[config.mk]
export PLATFORM = sky130hd
export DESIGN_NAME = bubble_access_controller
export DESIGN_NICKNAME = d
export VERILOG_FILES = /design/src/rtl/bubble_access_controller.sv
export SDC_FILE = /design/constraint.sdc
export NUM_CORES = 1
export LEC_CHECK = 0
export ABC_AREA = 1
export CORE_MARGIN = 2
export CORE_UTILIZATION = 35
export CTS_CLUSTER_DIAMETER = 60
export DETAILED_ROUTE_END_ITERATION = 10
export DONT_BUFFER_PORTS = 1
export SYNTH_ARGS = -nofsm -noshare
export SYNTH_HDL_FRONTEND = slang
export SYNTH_SLANG_ARGS = --single-unit
[constraint.sdc]
create_clock -name master_clock -period 2.35 [get_ports master_clock]
set_input_delay 0.47 -clock master_clock [delete_from_list [all_inputs] [get_ports master_clock]]
set_output_delay 0.47 -clock master_clock [all_outputs]
set_load 0.1 [all_outputs]
[src/rtl/bubble_access_controller.sv]
// bubble_access_controller: sequences one bubble-memory page access (seek, replicate, transfer, stop)
// and tracks the absolute major-loop position from the timing generator's step pulses.
module bubble_access_controller #(
    parameter int LOOP_POSITIONS = 2053,
    parameter int ADDR_W         = 12,
    parameter int DETECT_DELAY   = 6,
    parameter int DATA_BITS      = 512,
    parameter int CNT_W          = 10,
    parameter int REP_HOLD       = 8
) (
    input  logic              master_clock,
    input  logic              reset_n,
    input  logic              access_request,
    input  logic [ADDR_W-1:0] access_page,
    input  logic              bootloop_request,
    input  logic              access_abort,
    input  logic              position_change,
    input  logic              coil_run,
    output logic              bubble_shift_enable,
    output logic              replicator_enable,
    output logic              bootloop_enable,
    output logic              access_busy,
    output logic              access_done,
    output logic              bit_valid,
    output logic [CNT_W-1:0]  bit_index,
    output logic [ADDR_W-1:0] current_position
);
    localparam int HOLD_W = $clog2(REP_HOLD + 1);
    localparam logic [ADDR_W-1:0] POS_LAST  = ADDR_W'(LOOP_POSITIONS - 1);
    localparam logic [CNT_W-1:0]  FIRST_BIT = CNT_W'(DETECT_DELAY);
    localparam logic [CNT_W-1:0]  LAST_BIT  = CNT_W'(DETECT_DELAY + DATA_BITS - 1);
    localparam logic [HOLD_W-1:0] HOLD_LAST = HOLD_W'(REP_HOLD - 1);

    typedef enum logic [2:0] {IDLE, SEEK, REPLICATE, TRANSFER, STOP, DONE} stateType;

    stateType          state;
    logic [1:0]        posSync, coilSync;
    logic              posPrev, step, abortNow, bitHit;
    logic [ADDR_W-1:0] targetPage, nextPosition;
    logic [CNT_W-1:0]  xferCount, nextCount;
    logic [HOLD_W-1:0] holdCount;

    assign step         = posSync[1] & ~posPrev;
    assign nextPosition = (current_position == POS_LAST) ? '0 : current_position + 1'b1;
    assign nextCount    = xferCount + 1'b1;
    assign bitHit       = (nextCount >= FIRST_BIT) && (nextCount <= LAST_BIT);
    assign abortNow     = access_abort && (state == SEEK || state == REPLICATE || state == TRANSFER);
    assign access_busy  = state != IDLE;
    assign access_done  = state == DONE;

    always_ff @(posedge master_clock or negedge reset_n) begin
        if (!reset_n) begin
            state               <= IDLE;
            posSync             <= '0;
            coilSync            <= '0;
            posPrev             <= 1'b0;
            targetPage          <= '0;
            xferCount           <= '0;
            holdCount           <= '0;
            bubble_shift_enable <= 1'b1;
            replicator_enable   <= 1'b1;
            bootloop_enable     <= 1'b1;
            bit_valid           <= 1'b0;
            bit_index           <= '0;
            current_position    <= '0;
        end else begin
            posSync   <= {posSync[0], position_change};
            coilSync  <= {coilSync[0], coil_run};
            posPrev   <= posSync[1];
            bit_valid <= 1'b0;
            // position is tracked in every state so coasting steps are never lost
            if (step) current_position <= nextPosition;
            if (abortNow) begin
                state               <= STOP;
                bubble_shift_enable <= 1'b1;
                replicator_enable   <= 1'b1;
            end else begin
                case (state)
                    IDLE: if (access_request) begin
                        targetPage          <= access_page;
                        bootloop_enable     <= ~bootloop_request;
                        bubble_shift_enable <= 1'b0;
                        state               <= SEEK;
                    end
                    SEEK: if (step && nextPosition == targetPage) begin
                        replicator_enable <= 1'b0;
                        holdCount         <= '0;
                        state             <= REPLICATE;
                    end
                    REPLICATE: begin
                        holdCount <= holdCount + 1'b1;
                        if (holdCount == HOLD_LAST) begin
                            replicator_enable <= 1'b1;
                            xferCount         <= CNT_W'(step);
                            state             <= TRANSFER;
                        end
                    end
                    TRANSFER: if (step) begin
                        xferCount <= nextCount;
                        if (bitHit) begin
                            bit_valid <= 1'b1;
                            bit_index <= nextCount - FIRST_BIT;
                        end
                        if (nextCount == LAST_BIT) begin
                            bubble_shift_enable <= 1'b1;
                            state               <= STOP;
                        end
                    end
                    STOP: if (!coilSync[1]) state <= DONE;
                    DONE: begin
                        bootloop_enable <= 1'b1;
                        state           <= IDLE;
                    end
                    default: state <= IDLE;
                endcase
            end
        end
    end
endmodule
==> reports/qor.yml, run 1 <==
outcome: "complete, no violations"
dieArea_sq_um: 10800
ys_ff_latch: 60
p_leak_nw: 2.06
routed-via-count: 3043
start_util_pct: 35.9
layout.nets: 526
reg2reg_to: "bit_index[3]$_DFFE_PN0P_"
drt_iter0_drc: 122
num_antenna_cells: 0
worst_slew_pin_slew_ns: 0.618
h-tree-depth: 3
rows: 36
io_buffers: 0
dp_hpwl_um: 5910
synthesis.area_sq_um: 3490
relSlewSlack_pct: 58.8
cts.sinks: 60
crit_path_end_kind: "flop"
ys_seq_area_share_pct: 43.1
firstDrtPassIters: 4
fin_ws_ns: 0.177
ir_worst_vdd_v: 0.000630
ys.warnings.count: 0
layout_common_cells: "nand2_1, inv_1, dfrtp_1, nand3_1"
final_area_sq_um: 4160
post-route-min-period_ns: 2.17
yosys.area.top_type_share_pct: 40.9
die_h_um: 104
finalWirelength_um: 8050
clk_pin_slew_ns: 0.07
crit_start: "xferCount[1]$_DFFE_PN0P_"
root_buffer: "clkbuf_8"
setup_violations: 0
crit_arrival_ns: 2.47
synth_area_leader_cell: "dfrtp_1"
yosys-top-cells-area: "dfrtp_1, nand2_1, inv_1, nand3_1, o21ai_0"
holdCritPathClass: "input port to flop"
final_common_cell: "nand2_1"
grt_max_degree: 61
fin_tns_setup_ns: 0
synthCells: 459
design.portCount: 47
ant_nets: 0
cts-buffers-inserted: 9
rsz0062_at_grt: "no"
drive_gt1_share_pct: 21.0
grt_overflow_total: 0
clkLatencyLatePin_ns: 0.35
ff2ff_path_depth: 13
syn_area_per_cell_sq_um: 7.61
worstSetupEndpoint: "bit_index[3]$_DFFE_PN0P_"
r2r_start: "xferCount[1]$_DFFE_PN0P_"
dpl-instance-area_sq_um: 3840
die_x_um: 104
crit_fanout: 5
antenna_found_initial: 0
power_mw: 5.94
preCtsSetupSlack_ns: 0.0289
slew_viol_final: 0
syn-num-nets: 486
gp_congestion: 0.863
reg2reg_slack_ns: 0.18
via_per_inst: 4.78
grt_use_total_pct: 15.9
period_share_pct: 92.5
wire_per_inst_um: 12.6
cts_tree: "yes"
worst_clock_skew_ns: 0.00837
holdWs_ns: 0.143
hold_viol: 0
cts.path.max_buffers: 2
crit_type: "flop to flop"
drc: 0
max_cap_viol_count: 0
area_growth_pct: 19.3
grt_pass1_wl_um: 13900
power_density_nw_per_um2: 1430
cp.required_ns: 2.64
grt_pass1_vias: 2930
cp-start-kind: "flop"
fmax_mhz: 460
core_area_sq_um: 9730
synth.distinct_cells: 35
==> Yosys cell counts (all sizes together) <==
library cell	instances
xnor2	4
buf	1
xor2	5
or2	1
nor3	5
o21bai	3
dfrtp	57
nand2	151
inv	66
nor3b	1
a21oi	3
clkbuf	4
clkinv	1
o22ai	9
nor2	41
nand3	40
ha	8
dfstp	3
a211oi	1
o21a	1
nand4	10
o211ai	2
o21ai	42
==> per-stage QoR <==
step / utilization, % / cells
global placement: 39.4 / 614
floorplan: - / 459
global route: 42.8 / 637
detailed placement: 39.4 / 614
finish: 42.8 / 637
CTS: 42.2 / 632
==> power by group <==
| group | internal (mW) | switching [mW] |
|---|---|---|
| sequential | 1.41 | 0.494 |
| combinational | 0.835 | 2.11 |
| clock | 0.654 | 0.431 |
==> layer usage <==
| metal | routed length [um] | track usage (%) | up-vias |
|---|---|---|---|
| li1 | - | - | 1559 |
| met1 | 3820 | 20.8 | 1413 |
| met2 | 3710 | 25.0 | 56 |
| met3 | 334 | 3.88 | 15 |
| met4 | 186 | 6.66 | 0 |
| met5 | 0 | 0 | - |
==> worst max-delay path: stages, from the launching register on <==
cell	delay [ns]
dfrtp_1	0.42
ha_1	0.22
nand2_2	0.13
inv_1	0.06
nor2_2	0.14
inv_1	0.08
nor2_1	0.12
nor2_2	0.06
nand3_1	0.16
nor3_2	0.09
a21oi_4	0.23
buf_4	0.16
nand3_1	0.12
nand2_2	0.09
==> state kept, by name (all words and copies together), names as in the netlist <==
register             flops
bootloop_enable          1
posPrev                  1
state                    3
xferCount               10
coilSync                 2
bit_valid                1
replicator_enable        1
posSync                  2
targetPage              12
bubble_shift_enable      1
holdCount                4
current_position        12
bit_index               10
==> how the worst min path moves through the flow <==
stage	from	endpoint	cells after the start
final	position_change	posSync[0]$_DFF_PN0_	0
after global routing	position_change	posSync[0]$_DFF_PN0_	0
after CTS	position_change	posSync[0]$_DFF_PN0_	0
after detailed placement	reset_n	targetPage[8]$_DFFE_PN0P_	0
after global placement	reset_n	targetPage[8]$_DFFE_PN0P_	0
after floorplan	reset_n	bit_index[0]$_DFFE_PN0P_	0
==> layout make-up <==
| cell class | instances | area (sq um) |
|---|---|---|
| fill | 1005 | 5570 |
| multi-input combinational | 327 | 1730 |
| sequential | 60 | 1520 |
| timing repair buffer | 34 | 278 |
| inverter | 67 | 251 |
| tap | 133 | 166 |
| clock buffer | 12 | 155 |
| clock inverter | 4 | 72.6 |
==> repair_timing <==
item | in CTS | in global routing
buffers inserted | 0 | 5
hold buffers | 2 | 0
gates resized for setup | 0 | 6
endpoints found under the setup margin | 0 | 18
endpoints found under the hold margin | 60 | 0
==> kinds of logic (layout without fill, tap and decap cells) <==
| kind of cell | after synthesis | after routing | share of synthesized area [%] |
|---|---|---|---|
| simple gates | 249 | 249 | 32.7 |
| flops | 60 | 60 | 43.1 |
| fa+ha+maj | 8 | 8 | 2.87 |
| buf+inv | 72 | 117 | 8.21 |
| xor+xnor | 9 | 9 | 2.47 |
| compound gates | 61 | 61 | 10.6 |
(Power assumes the default switching activity.)
==> inputs of run 2 (changes only) <==
--- a/config.mk
+++ b/config.mk
@@ -7,7 +7,7 @@
 export LEC_CHECK = 0
 export ABC_AREA = 1
 export CORE_MARGIN = 2
-export CORE_UTILIZATION = 35
+export CORE_UTILIZATION = 50
 export CTS_CLUSTER_DIAMETER = 60
 export DETAILED_ROUTE_END_ITERATION = 10
 export DONT_BUFFER_PORTS = 1
==> run 2 against run 1 <==
Count of clock-buffer cells in the layout shrank 1. Total power shrank 2.2%. Sequential share of layout area grew 0.80 points. Clock skew grew 0.0019 ns.
==> reports/qor.yml, run 2 (same netlist as run 1, synthesis figures left out) <==
worst_clock_skew_ns: 0.0102  # +0.00188 ns
ff2ff_path_depth: 12  # -1
grt_pass1_wl_um: 12400  # -10%
grt_pass1_vias: 2683  # -8.4%
power_density_nw_per_um2: 1430  # about the same
cts_tree: "yes"
holdCritPathClass: "input port to flop"
wire_per_inst_um: 12.7  # +0.84%
r2r_start: "xferCount[1]$_DFFE_PN0P_"
worstSetupEndpoint: "bit_index[9]$_DFFE_PN0P_"
rows: 30  # -17%
finalWirelength_um: 7430  # -7.7%
cp-start-kind: "flop"
final_common_cell: "nand2_1"
dieArea_sq_um: 7670  # -29%
crit_arrival_ns: 2.36  # -0.11 ns
grt_use_total_pct: 20.9  # +5.1 points
largestRegisters: "current_position: 12 flops, targetPage: 12 flops"
crit_fanout: 18  # +13
holdWs_ns: 0.156  # +0.0135 ns
reg2reg_to: "bit_index[9]$_DFFE_PN0P_"
design.portCount: 47  # unchanged
grt_overflow_total: 0  # unchanged
grt_max_degree: 61  # unchanged
cts.path.max_buffers: 2  # unchanged
p_leak_nw: 2.04  # -0.69%
max_cap_viol_count: 0  # unchanged
power_mw: 5.81  # -2.2%
post-route-min-period_ns: 2.15  # -0.0264 ns
setup_violations: 0  # unchanged
die_h_um: 87.6  # -16%
gp_congestion: 0.928  # +7.6%
root_buffer: "clkbuf_8"
core_area_sq_um: 6760  # -31%
fmax_mhz: 466  # +1.2%
antenna_found_initial: 0  # unchanged
nFillCells: 649  # -35%
worst_slew_pin_slew_ns: 0.580  # -0.0378 ns
layout.nets: 525  # -0.19%
hold_viol: 0  # unchanged
ant_nets: 0  # unchanged
area_growth_pct: 16.6
drive_gt1_share_pct: 20.9  # -0.16 points
min_from: "coil_run"
clk_pin_slew_ns: 0.07  # about the same
final_area_sq_um: 4070  # -2.2%
drt_iter0_drc: 137  # +12%
num_antenna_cells: 0  # unchanged
cp.required_ns: 2.57  # -0.07 ns
ir_worst_vdd_v: 0.00135  # +110%
io_buffers: 0  # unchanged
relSlewSlack_pct: 61.3  # +2.5 points
cts.sinks: 60  # unchanged
crit_path_end_kind: "flop"
die_x_um: 87.6  # -16%
clkLatencyLatePin_ns: 0.34  # about the same
drc: 0  # unchanged
routed-via-count: 2920  # -4.0%
start_util_pct: 51.7  # +16 points
dpl-instance-area_sq_um: 3790  # -1.1%
firstDrtPassIters: 4  # unchanged
dp_hpwl_um: 5410  # -8.4%
period_share_pct: 91.3  # -1.1 points
outcome: "complete, no violations"
crit_type: "flop to flop"
crit_start: "xferCount[1]$_DFFE_PN0P_"
via_per_inst: 5.01  # +4.8%
layout_common_cells: "nand2_1, inv_1, dfrtp_1, nand3_1, nor2_1"
cts-buffers-inserted: 9  # unchanged
slew_viol_final: 0  # unchanged
h-tree-depth: 3  # unchanged
reg2reg_slack_ns: 0.20  # +0.03 ns
## run 2: changes by cell type in the layout (fill, tap and decap cells not counted), sizes merged
cell | before | now
buf | 33 | 32
bufinv | 2 | 1
clkbuf | 12 | 11
clkinvlp | 1 | 2
inv | 66 | 67
## run 2: area by class of cell
type                    instances  area, sq um  share of cell area [%]
clock buffers                  11          151                    3.72
clock inverters                 5         58.8                    1.44
multi-input cells             327         1730                    42.4
repair buffers                 33          270                    6.64
well taps                      80          100                    2.46
inverters                      67          251                    6.18
flip-flops and latches         60         1510                    37.2
## run 2: routing by layer
layer / global-route usage [%] / vias to the layer above / wire length, um / share of wire (%)
met5: 0 / - / 0 / 0
met4: 6.01 / 0 / 114 / 1.5
met3: 7.63 / 9 / 464 / 6.2
met2: 30.4 / 60 / 3200 / 43
met1: 29.5 / 1306 / 3650 / 49
li1: - / 1545 / - / -
## run 2: how the worst min path moves through the flow
stage                                       to  slack [ns]  cells past startpoint
2_1_floorplan         bit_index[0]$_DFFE_PN0P_        0.17                      0
3_3_place_gp         targetPage[5]$_DFFE_PN0P_        0.18                      0
3_5_place_dp         targetPage[5]$_DFFE_PN0P_        0.18                      0
4_1_cts        current_position[5]$_DFFE_PN0P_       0.001                      1
5_1_grt                  coilSync[0]$_DFF_PN0_        0.13                      0
6_report                 coilSync[0]$_DFF_PN0_        0.16                      0
## run 2: power breakdown
part	total [mW]	leakage [nW]	internal, mW	switching [mW]
logic	2.93	1.19	0.824	2.11
clock network	0.987	0.102	0.549	0.438
registers	1.89	0.747	1.41	0.476
total	5.81	2.04	2.78	3.02
## run 2: what timing repair did
item	CTS	global route
gates resized for setup	0	5
buffers inserted	0	1
hold buffers	1	1
hold endpoints to repair	60	10
endpoints found under the setup margin	0	18
## run 2: stage by stage
stage | utilization [%] | TNS (ns) | instances | setup WS [ns]
after floorplan | - | 0 | 459 | 0.0450
after global placement | 56.1 | 0 | 564 | 0.183
after detailed placement | 56.1 | 0 | 564 | 0.171
after CTS | 59.6 | 0 | 581 | 0.147
after global routing | 60.3 | -0.00367 | 583 | -0.00367
final | 60.3 | 0 | 583 | 0.203
## run 2: worst max-delay path, stage by stage, from the launching register on
cell and delay [ns]:
dfrtp_1 0.42, ha_1 0.22, nand2_2 0.10, o21ai_0 0.26
nand2_2 0.16, nand2_4 0.13, inv_2 0.05, nand2_2 0.07
nor3_2 0.06, a21oi_4 0.24, nand2_8 0.15, nand2_1 0.08
o21ai_0 0.07
==> inputs of run 3 (changes only) <==
--- a/config.mk
+++ b/config.mk
@@ -11,6 +11,7 @@
 export CTS_CLUSTER_DIAMETER = 60
 export DETAILED_ROUTE_END_ITERATION = 10
 export DONT_BUFFER_PORTS = 1
+export GPL_TIMING_DRIVEN = 0
 export SYNTH_ARGS = -nofsm -noshare
 export SYNTH_HDL_FRONTEND = slang
 export SYNTH_SLANG_ARGS = --single-unit
==> run 3 against run 2 <==
The flow now finishes with violations (negative hold slack). Register-to-register slack got worse by 0.14 ns. First-iteration DRC count decreased by 10%. Critical endpoint is now state[1]$_DFFE_PN0P_. Routed wire length is 6.9% higher. Die area unchanged. Via count is 1.0% higher. Setup slack lost 0.14 ns. Sequential power up 38%.
==> reports/qor.yml, run 3 (same netlist as run 1, synthesis figures left out) <==
reg2reg_to: "state[1]$_DFFE_PN0P_"
drive_gt1_share_pct: 25.4  # +4.5 points
max_cap_viol_count: 0  # unchanged
cts_tree: "yes"
r2r_start: "current_position[1]$_DFFE_PN0P_"
ir_worst_vdd_v: 0.000901  # -33%
final_area_sq_um: 4150  # +2.0%
cts.sinks: 60  # unchanged
nFillCells: 600  # -7.6%
dpl-instance-area_sq_um: 3630  # -4.2%
grt_max_degree: 61  # unchanged
reg2reg_slack_ns: 0.06  # -0.14 ns
power_density_nw_per_um2: 1420  # -0.52%
violations: "negative hold slack"
clk_pin_slew_ns: 0.07  # about the same
holdCritPathClass: "input port to async pin"
clkLatencyLatePin_ns: 0.34  # about the same
cp.required_ns: 2.58  # about the same
rsz0062_at_grt: "yes"
drt_iter0_drc: 123  # -10%
root_buffer: "clkbuf_8"
final_common_cell: "nand2_1"
cp-start-kind: "flop"
firstDrtPassIters: 4  # unchanged
finalWirelength_um: 7940  # +6.9%
cts-buffers-inserted: 9  # unchanged
outcome: "complete, but fails checks"
crit_start: "current_position[1]$_DFFE_PN0P_"
h-tree-depth: 3  # unchanged
num_antenna_cells: 0  # unchanged
fmax_mhz: 437  # -6.1%
crit_type: "flop to flop"
wire_per_inst_um: 14.0  # +9.7%
rows: 30  # unchanged
cts.path.max_buffers: 2  # unchanged
grt_pass1_vias: 2786  # +3.8%
via_per_inst: 5.19  # +3.7%
routed-via-count: 2950  # +1.0%
io_buffers: 0  # unchanged
layout_common_cells: "nand2_1, inv_1, dfrtp_1, nor2_1, o21ai_0"
worstSetupEndpoint: "state[1]$_DFFE_PN0P_"
worst_slew_pin_slew_ns: 0.954  # +0.374 ns
die_x_um: 87.6  # unchanged
antenna_found_initial: 0  # unchanged
crit_path_end_kind: "flop"
crit_fanout: 6  # -12
design.portCount: 47  # unchanged
largestRegisters: "current_position: 12 flops, targetPage: 12 flops"
crit_arrival_ns: 2.52  # +0.16 ns
p_leak_nw: 1.98  # -3.3%
period_share_pct: 97.3  # +6.0 points
dieArea_sq_um: 7670  # unchanged
dp_hpwl_um: 5570  # +2.9%
fin_tns_setup_ns: 0  # unchanged
gp_congestion: 0.884  # -4.8%
setup_violations: 0  # unchanged
ant_nets: 0  # unchanged
start_util_pct: 51.7  # unchanged
grt_use_total_pct: 21.6  # +0.66 points
grt_pass1_wl_um: 12800  # +3.2%
drc: 0  # unchanged
hold_viol: 11  # +11
power_mw: 5.89  # +1.5%
area_growth_pct: 19.0
final_util_pct: 61.5  # +1.2 points
ff2ff_path_depth: 16  # +4
slew_viol_final: 0  # unchanged
core_area_sq_um: 6760  # unchanged
post-route-min-period_ns: 2.29  # +0.140 ns
relSlewSlack_pct: 36.4  # -25 points
worst_clock_skew_ns: 0.00783  # -0.00241 ns
die_h_um: 87.6  # unchanged
holdWs_ns: -0.00291  # -0.159 ns
layout.nets: 510  # -2.9%
grt_overflow_total: 0  # unchanged
## run 3: cell types whose count changed in the layout (fill, tap and decap cells not counted), moves of 3 or more
cell / delta
buf_4: -21
clkbuf_1: +5
dfrtp_1: -6
dfrtp_2: -3
dfrtp_4: +9
inv_1: -4
inv_4: +3
nand2_1: -15
nand2_2: +14
nand3_1: -8
nand3_2: +5
nand3_4: +3
## run 3: stage by stage
| step | hold slack (ns) | cells | setup slack (ns) |
|---|---|---|---|
| 6_report | -0.00291 | 568 | 0.0633 |
| 5_1_grt | 0.00214 | 568 | -0.0771 |
| 4_1_cts | 0.00426 | 558 | 0.00596 |
| 3_5_place_dp | 0.176 | 541 | -0.392 |
| 3_3_place_gp | 0.176 | 539 | -0.340 |
| 2_1_floorplan | 0.174 | 459 | 0.0450 |
## run 3: report_power, final
part           total (mW)  leakage [nW]  internal, mW  switching [mW]
combinational        2.26          1.14         0.780            1.48
clock                1.03         0.102         0.597           0.434
sequential           2.60         0.736          1.41            1.19
total                5.89          1.98          2.79            3.10
## run 3: layout make-up
type	count	area [sq um]	share of cell area, %
tap	80	100	2.41
clock inverter	6	88.8	2.14
inverter	67	259	6.24
sequential	60	1540	37.2
timing repair buffer	13	134	3.22
clock buffer	10	128	3.07
multi-input combinational	327	1860	44.9
buffer	5	35.0	0.844
## run 3: repair_timing
action                     CTS  global route
setup endpoints to repair    8            19
hold endpoints to repair    60             0
buffers inserted             0            10
pin swaps                    0            19
resized for setup           22            41
hold buffers                 1             0
## run 3: worst min-delay path by stage
stage | cells past startpoint | from | end
2_1_floorplan | 0 | reset_n | bit_index[0]$_DFFE_PN0P_
3_3_place_gp | 0 | reset_n | targetPage[5]$_DFFE_PN0P_
3_5_place_dp | 0 | reset_n | targetPage[5]$_DFFE_PN0P_
4_1_cts | 1 | reset_n | bit_index[3]$_DFFE_PN0P_
5_1_grt | 1 | reset_n | bit_index[3]$_DFFE_PN0P_
6_report | 1 | reset_n | bit_index[6]$_DFFE_PN0P_
## run 3: critical path: stages (launching register included)
cell,delay [ns]
dfrtp_4,0.65
ha_4,0.24
nand2_4,0.08
inv_4,0.05
buf_4,0.13
nand3_2,0.07
nand2_2,0.06
nand2_1,0.06
nand2_1,0.04
nor2_1,0.09
nand3_1,0.09
nor2_1,0.11
nand2_1,0.12
nand2_2,0.15
nand3_2,0.09
nand2_1,0.07
nand2_1,0.05
## run 3: metal layers
metal,vias to the layer above,part of all wire [%],GRT usage [%]
met5,-,0,0
met4,0,1.4,5.87
met3,13,6.2,7.73
met2,61,45,33.0
met1,1359,47,29.3
li1,1517,-,-
